### src/rtl/chr_pixel_pipe.sv
// chr_pixel_pipe: 3-stage text-mode pixel pipeline (glyph address, ROM alignment, glyph/cursor/colour).
// Define CHR_PIXEL_PIPE_CURSOR_BLINK_EN to add the frame_tick-driven blinking cursor.
module chr_pixel_pipe #(
  parameter int GLYPH_W    = 8,
  parameter int GLYPH_H    = 16,
  parameter int FIRST_CHR  = 32,
  parameter int NUM_GLYPHS = 96,
  parameter int COLOR_W    = 4,
  parameter int BLINK_DIV  = 32,
  localparam int COL_W     = $clog2(GLYPH_W),
  localparam int ROW_W     = $clog2(GLYPH_H),
  localparam int ADDR_W    = $clog2(NUM_GLYPHS * GLYPH_H)
) (
  input  logic                 clk,
  input  logic                 rst,
  input  logic                 in_valid,
  input  logic [7:0]           chr_val,
  input  logic [2*COLOR_W-1:0] attr,
  input  logic [COL_W-1:0]     col,
  input  logic [ROW_W-1:0]     row,
  input  logic                 cursor_hit,
  input  logic                 frame_tick,
  output logic [ADDR_W-1:0]    rom_addr,
  input  logic [GLYPH_W-1:0]   rom_q,
  output logic                 out_valid,
  output logic                 pixel_on,
  output logic [COLOR_W-1:0]   color
);

  logic                 cursor_vis_s;
  logic [9:0]           chr_ext_s;
  logic                 off_s;
  logic [ADDR_W-1:0]    glyph_addr_s;
  logic [GLYPH_W-1:0]   glyph_shift_s;
  logic                 glyph_bit_s;
  logic                 pix_s;

  logic [ADDR_W-1:0]    rom_addr_q, rom_addr_d;
  logic [COL_W-1:0]     col1_q, col2_q;
  logic [2*COLOR_W-1:0] attr1_q, attr2_q;
  logic                 cur1_q, cur1_d, cur2_q;
  logic                 v1_q, v2_q, off1_q, off2_q;
  logic                 out_valid_q, out_valid_d, pixel_on_q, pixel_on_d;
  logic [COLOR_W-1:0]   color_q, color_d;

`ifdef CHR_PIXEL_PIPE_CURSOR_BLINK_EN
  localparam int BLINK_W = $clog2(BLINK_DIV + 1);
  logic [BLINK_W-1:0] blink_cnt_q, blink_cnt_d;
  logic               cursor_vis_q, cursor_vis_d;

  // Blink counter next state: wrap at BLINK_DIV-1 and flip cursor visibility.
  always_comb begin
    blink_cnt_d  = blink_cnt_q;
    cursor_vis_d = cursor_vis_q;
    if (frame_tick) begin
      if (blink_cnt_q == BLINK_W'(BLINK_DIV - 1)) begin
        blink_cnt_d  = {BLINK_W{1'b0}};
        cursor_vis_d = ~cursor_vis_q;
      end else begin
        blink_cnt_d  = blink_cnt_q + {{(BLINK_W-1){1'b0}}, 1'b1};
      end
    end else begin
      blink_cnt_d  = blink_cnt_q;
    end
  end

  // Blink state registers.
  always_ff @(posedge clk) begin
    if (rst) begin
      blink_cnt_q  <= {BLINK_W{1'b0}};
      cursor_vis_q <= 1'b1;
    end else begin
      blink_cnt_q  <= blink_cnt_d;
      cursor_vis_q <= cursor_vis_d;
    end
  end

  assign cursor_vis_s = cursor_vis_q;
`else
  logic unused_cfg_s;
  assign unused_cfg_s = frame_tick ^ (BLINK_DIV > 0);
  assign cursor_vis_s = 1'b1;
`endif

  // Stage 1 decode: out-of-range codes or coordinates fetch address 0 and blank the pixel.
  always_comb begin
    chr_ext_s    = {2'b00, chr_val};
    off_s        = (chr_ext_s < 10'(FIRST_CHR)) ||
                   (chr_ext_s >= 10'(FIRST_CHR + NUM_GLYPHS)) ||
                   ({1'b0, col} >= (COL_W+1)'(GLYPH_W)) ||
                   ({1'b0, row} >= (ROW_W+1)'(GLYPH_H));
    glyph_addr_s = (ADDR_W'(chr_val) - ADDR_W'(FIRST_CHR)) * ADDR_W'(GLYPH_H) + ADDR_W'(row);
    if (off_s) begin
      rom_addr_d = {ADDR_W{1'b0}};
    end else begin
      rom_addr_d = glyph_addr_s;
    end
    cur1_d = cursor_hit & cursor_vis_s;
  end

  // Stage 3 decode: column select (bit 0 is leftmost), cursor inversion, palette pick.
  always_comb begin
    glyph_shift_s = rom_q >> col2_q;
    if (off2_q) begin
      glyph_bit_s = 1'b0;
    end else begin
      glyph_bit_s = glyph_shift_s[0];
    end
    pix_s       = glyph_bit_s ^ cur2_q;
    out_valid_d = v2_q;
    if (v2_q) begin
      pixel_on_d = pix_s;
      color_d    = pix_s ? attr2_q[COLOR_W-1:0] : attr2_q[2*COLOR_W-1:COLOR_W];
    end else begin
      pixel_on_d = 1'b0;
      color_d    = {COLOR_W{1'b0}};
    end
  end

  // Pipeline registers for all three stages.
  always_ff @(posedge clk) begin
    if (rst) begin
      rom_addr_q  <= {ADDR_W{1'b0}};
      col1_q      <= {COL_W{1'b0}};
      attr1_q     <= {(2*COLOR_W){1'b0}};
      cur1_q      <= 1'b0;
      v1_q        <= 1'b0;
      off1_q      <= 1'b0;
      col2_q      <= {COL_W{1'b0}};
      attr2_q     <= {(2*COLOR_W){1'b0}};
      cur2_q      <= 1'b0;
      v2_q        <= 1'b0;
      off2_q      <= 1'b0;
      out_valid_q <= 1'b0;
      pixel_on_q  <= 1'b0;
      color_q     <= {COLOR_W{1'b0}};
    end else begin
      rom_addr_q  <= rom_addr_d;
      col1_q      <= col;
      attr1_q     <= attr;
      cur1_q      <= cur1_d;
      v1_q        <= in_valid;
      off1_q      <= off_s;
      col2_q      <= col1_q;
      attr2_q     <= attr1_q;
      cur2_q      <= cur1_q;
      v2_q        <= v1_q;
      off2_q      <= off1_q;
      out_valid_q <= out_valid_d;
      pixel_on_q  <= pixel_on_d;
      color_q     <= color_d;
    end
  end

  assign rom_addr  = rom_addr_q;
  assign out_valid = out_valid_q;
  assign pixel_on  = pixel_on_q;
  assign color     = color_q;

endmodule

### config.mk
export PLATFORM = sky130hd
export DESIGN_NAME = chr_pixel_pipe
export DESIGN_NICKNAME = d
export VERILOG_FILES = /design/src/rtl/chr_pixel_pipe.sv
export SDC_FILE = /design/constraint.sdc
export NUM_CORES = 1
export LEC_CHECK = 0
export ABC_AREA = 1
export BUFFER_PORTS_ARGS = -buffer_cell sky130_fd_sc_hd__buf_2
export CORE_MARGIN = 3
export CORE_UTILIZATION = 40
export CTS_CLUSTER_DIAMETER = 60
export CTS_CLUSTER_SIZE = 40
export DETAILED_ROUTE_END_ITERATION = 12
export PLACE_DENSITY_LB_ADDON = 0.05
export REMOVE_ABC_BUFFERS = 1
export SKIP_CTS_REPAIR_TIMING = 1
export SKIP_LAST_GASP = 1
export SLEW_MARGIN = 30
export SYNTH_ARGS = -nofsm -noshare
export SYNTH_HDL_FRONTEND = slang
export SYNTH_SLANG_ARGS = --single-unit
### constraint.sdc
create_clock -name clk -period 2.4 [get_ports clk]
set_clock_uncertainty 0.15 [all_clocks]
set_input_delay 0.6 -clock clk [delete_from_list [all_inputs] [get_ports clk]]
set_output_delay 0.6 -clock clk [all_outputs]
set_load 0.02 [all_outputs]
==> impl_metrics.py <==
metrics = {
    "global_route": {
        "antenna_found_initial": 0,
        "grt_pass1_wl_um": 3995,
        "grt_max_degree": 29,
        "grt_overflow": 0,
        "grt_pass1_vias": 1071,
        "track_usage": 0.1235,
    },
    "layout": {
        "drive_gt1_frac": 0.2750,
        "syn2layout_area_growth_pct": 27.13,
        "final_area_sq_um": 1871,
        "final_cells": 286,
        "nets": 276,
        "antenna_cells": 0,
        "fin_util": 0.5434,
    },
    "sta": {
        "min_period_ns": 1.523,
        "relSlewSlack": 0.7823,
        "fin_setup_tns_ns": 0,
        "hold_viol_final": 0,
        "fmax_ghz": 0.6567,
        "holdWs_ns": 0.2478,
        "setup_viol_count_final": 0,
        "drv_slew": 0,
        "layout_setup_ws_ns": 0.8773,
        "worst_slew_pin_slew_ns": 0.3258,
        "period_share": 0.6345,
        "rsz0062_at_grt": "no",
    },
    "die": {
        "num_io_pins": 53,
        "die_area_sq_um": 4442,
        "dieWidth_um": 66.65,
        "rows": 21,
        "core_area_sq_um": 3442,
        "initial_core_util": 0.4275,
        "die_h_um": 66.65,
    },
    "clock_tree": {
        "numCtsBuffers": 5,
        "insertion_delay_ns": 0.29,
        "htreeDepth": 2,
        "clk_path_buf_depth": 2,
        "clkSinkCount": 45,
        "cts_tree": "yes",
        "path_clk_slew_ns": 0.08,
        "root_buffer": "clkbuf_8",
    },
    "synthesis": {
        "yosysUniqueCellTypes": 16,
        "ys_warn_count": 0,
        "yosysSeqAreaShare": 0.6122,
        "syn_avg_cell_area_sq_um": 8.040,
        "syn_area_sq_um": 1471,
        "syn-instance-count": 183,
        "yosys_register_bits": 45,
    },
    "place": {
        "place_ws_ns": 0.6834,
        "postPlaceCellArea_sq_um": 1780,
        "dp_hpwl_um": 1849,
        "dp.cells": 278,
        "place.gp.congestion": 0.6944,
        "port_buffers": 51,
    },
    "routing": {
        "drt-vias-per-instance": 4.007,
        "drc": 0,
        "drt-pass1-iter-count": 4,
        "drt_iter0_drc": 15,
        "ant_nets": 0,
        "num_vias": 1146,
        "wl_per_cell_um": 8.395,
        "wirelength_um": 2401,
    },
    "critical_path": {
        "crit_buf_inv": 1,
        "cp.depth": 1,
        "crit_end": "rom_addr[10]",
        "rr_endpoint": "color[1]",
        "crit_fanout": 1,
        "r2r_cells": 8,
        "start_kind": "register",
        "r2r_start": "col2_q[0]",
        "worstPathArrival_ns": 0.77,
        "rrSetupSlack_ns": 0.95,
        "critPathKind": "reg2out",
        "critPathMaxStageDelay_ns": 0.32,
        "worstSetupEndpointType": "primary output",
        "crit_chain": "buf_2",
        "critPathLaunch": "rom_addr[10]",
        "path_delay_family": "flip-flops",
        "cp.required_ns": 1.65,
        "slowest_stage": "dfxtp_1",
    },
    "run_status": {
        "status": "finished, final reports clean",
    },
    "pwr": {
        "pwr-share-seq": 0.575,
        "p_int_mw": 1.036,
        "switching_share": 0.2420,
        "p_leak_nw": 1.061,
        "clkPwrFrac": 0.336,
        "vdd.ir_drop.worst_mv": 0.5483,
        "power_switching_uw": 330.7,
        "power_mw": 1.367,
        "share_comb_of_total_power": 0.090,
        "power_density_nw_per_um2": 730.5,
    },
    "flow_run": {
        "drv_cap": 0,
    },
    "min_path": {
        "min_path_type": "reg2reg",
    },
}
[final cells by class]
cell class                      instances  area (sq um)
Tap cell                               46         57.56
Multi-Input combinational cell         81         356.6
Sequential cell                        45         900.9
Clock inverter                          3         21.27
Timing Repair Buffer                   52         262.8
Clock buffer                            5         68.82
Fill cell                             361          1572
Inverter                               54         202.7
[Yosys cell counts]
master    number  area (sq um)
nand3_2        1         10.01
nor2_1        49         183.9
or2_0          1         6.260
dfxtp_1       45         900.9
nand4_1        2         12.51
a21oi_1        1         5.000
nand2_2        3         18.77
nand2_1       13         48.80
inv_1         53         198.9
nand3b_1       1         7.510
nand3_1        8         40.04
inv_2          1         3.750
nand3b_2       1         11.26
clkbuf_1       1         3.750
ha_1           1         12.51
buf_1          2         7.510
[state kept, by name, indices dropped and copies added, names as in the netlist]
register     count
out_valid_d      1
off2_q           1
col1_q           3
off1_q           1
v1_q             1
rom_addr        11
out_valid        1
pixel_on         1
cur1_q           1
cur2_q           1
attr2_q          8
color            4
col2_q           3
attr1_q          8
[worst register-to-register path: stages (launching register included)]
cell	delay, ns
dfxtp_1	0.40
inv_2	0.07
or2_0	0.20
nand2_1	0.07
nand3b_2	0.10
nand4_1	0.11
nand2_2	0.09
nor2_1	0.11
nor2_1	0.05
[how the worst min path moves through the flow]
stage | end | slack, ns | depth (start not counted) | start
final | cur2_q | 0.25 | 2 | cur1_q
after global routing | col2_q[1] | 0.27 | 2 | col1_q[1]
after CTS | col2_q[1] | 0.25 | 2 | col1_q[1]
after detailed placement | col2_q[1] | 0.24 | 2 | col1_q[1]
after global placement | attr2_q[0] | 0.24 | 2 | attr1_q[0]
after floorplan | attr2_q[0] | 0.24 | 2 | attr1_q[0]
[power by group through the flow]
| stage | clock network [mW] | registers [mW] | logic, mW |
|---|---|---|---|
| after floorplan | 0 | 0.814 | 0.0595 |
| after global placement | 0 | 0.803 | 0.120 |
| after detailed placement | 0 | 0.804 | 0.124 |
| after CTS | 0.477 | 0.786 | 0.124 |
| after global routing | 0.507 | 0.789 | 0.142 |
| final | 0.459 | 0.786 | 0.122 |
[logic make-up after synthesis]
logic type	Yosys count	synth area share
buf+inv	57	0.1454
flops	45	0.6122
compound gates	1	0.003398
simple gates	79	0.2305
fa+ha+maj	1	0.008502
[cell usage in the layout (no fill, tap or decap)]
| cell | Yosys | layout |
|---|---|---|
| or2_0 | 1 | 1 |
| clkinvlp_4 | 0 | 1 |
| nor2_1 | 49 | 49 |
| clkinv_2 | 0 | 1 |
| nand3b_2 | 1 | 1 |
| nand3_1 | 8 | 8 |
| ha_1 | 1 | 1 |
| clkbuf_8 | 0 | 5 |
| inv_6 | 0 | 1 |
| nand3_2 | 1 | 1 |
| nand2_2 | 3 | 3 |
| nand2_1 | 13 | 13 |
| nand3b_1 | 1 | 1 |
| buf_2 | 0 | 51 |
| dfxtp_1 | 45 | 45 |
| a21oi_1 | 1 | 1 |
| inv_2 | 1 | 1 |
| nand4_1 | 2 | 2 |
| buf_4 | 0 | 1 |
| inv_1 | 53 | 53 |
[metal layers]
layer  global-route usage  part of all wire
met4              0.07614             0.026
met2               0.2104              0.46
met3              0.05902             0.090
met5                    0                 0
met1               0.1188              0.42
Note: power is estimated with default switching activity, not from simulation.
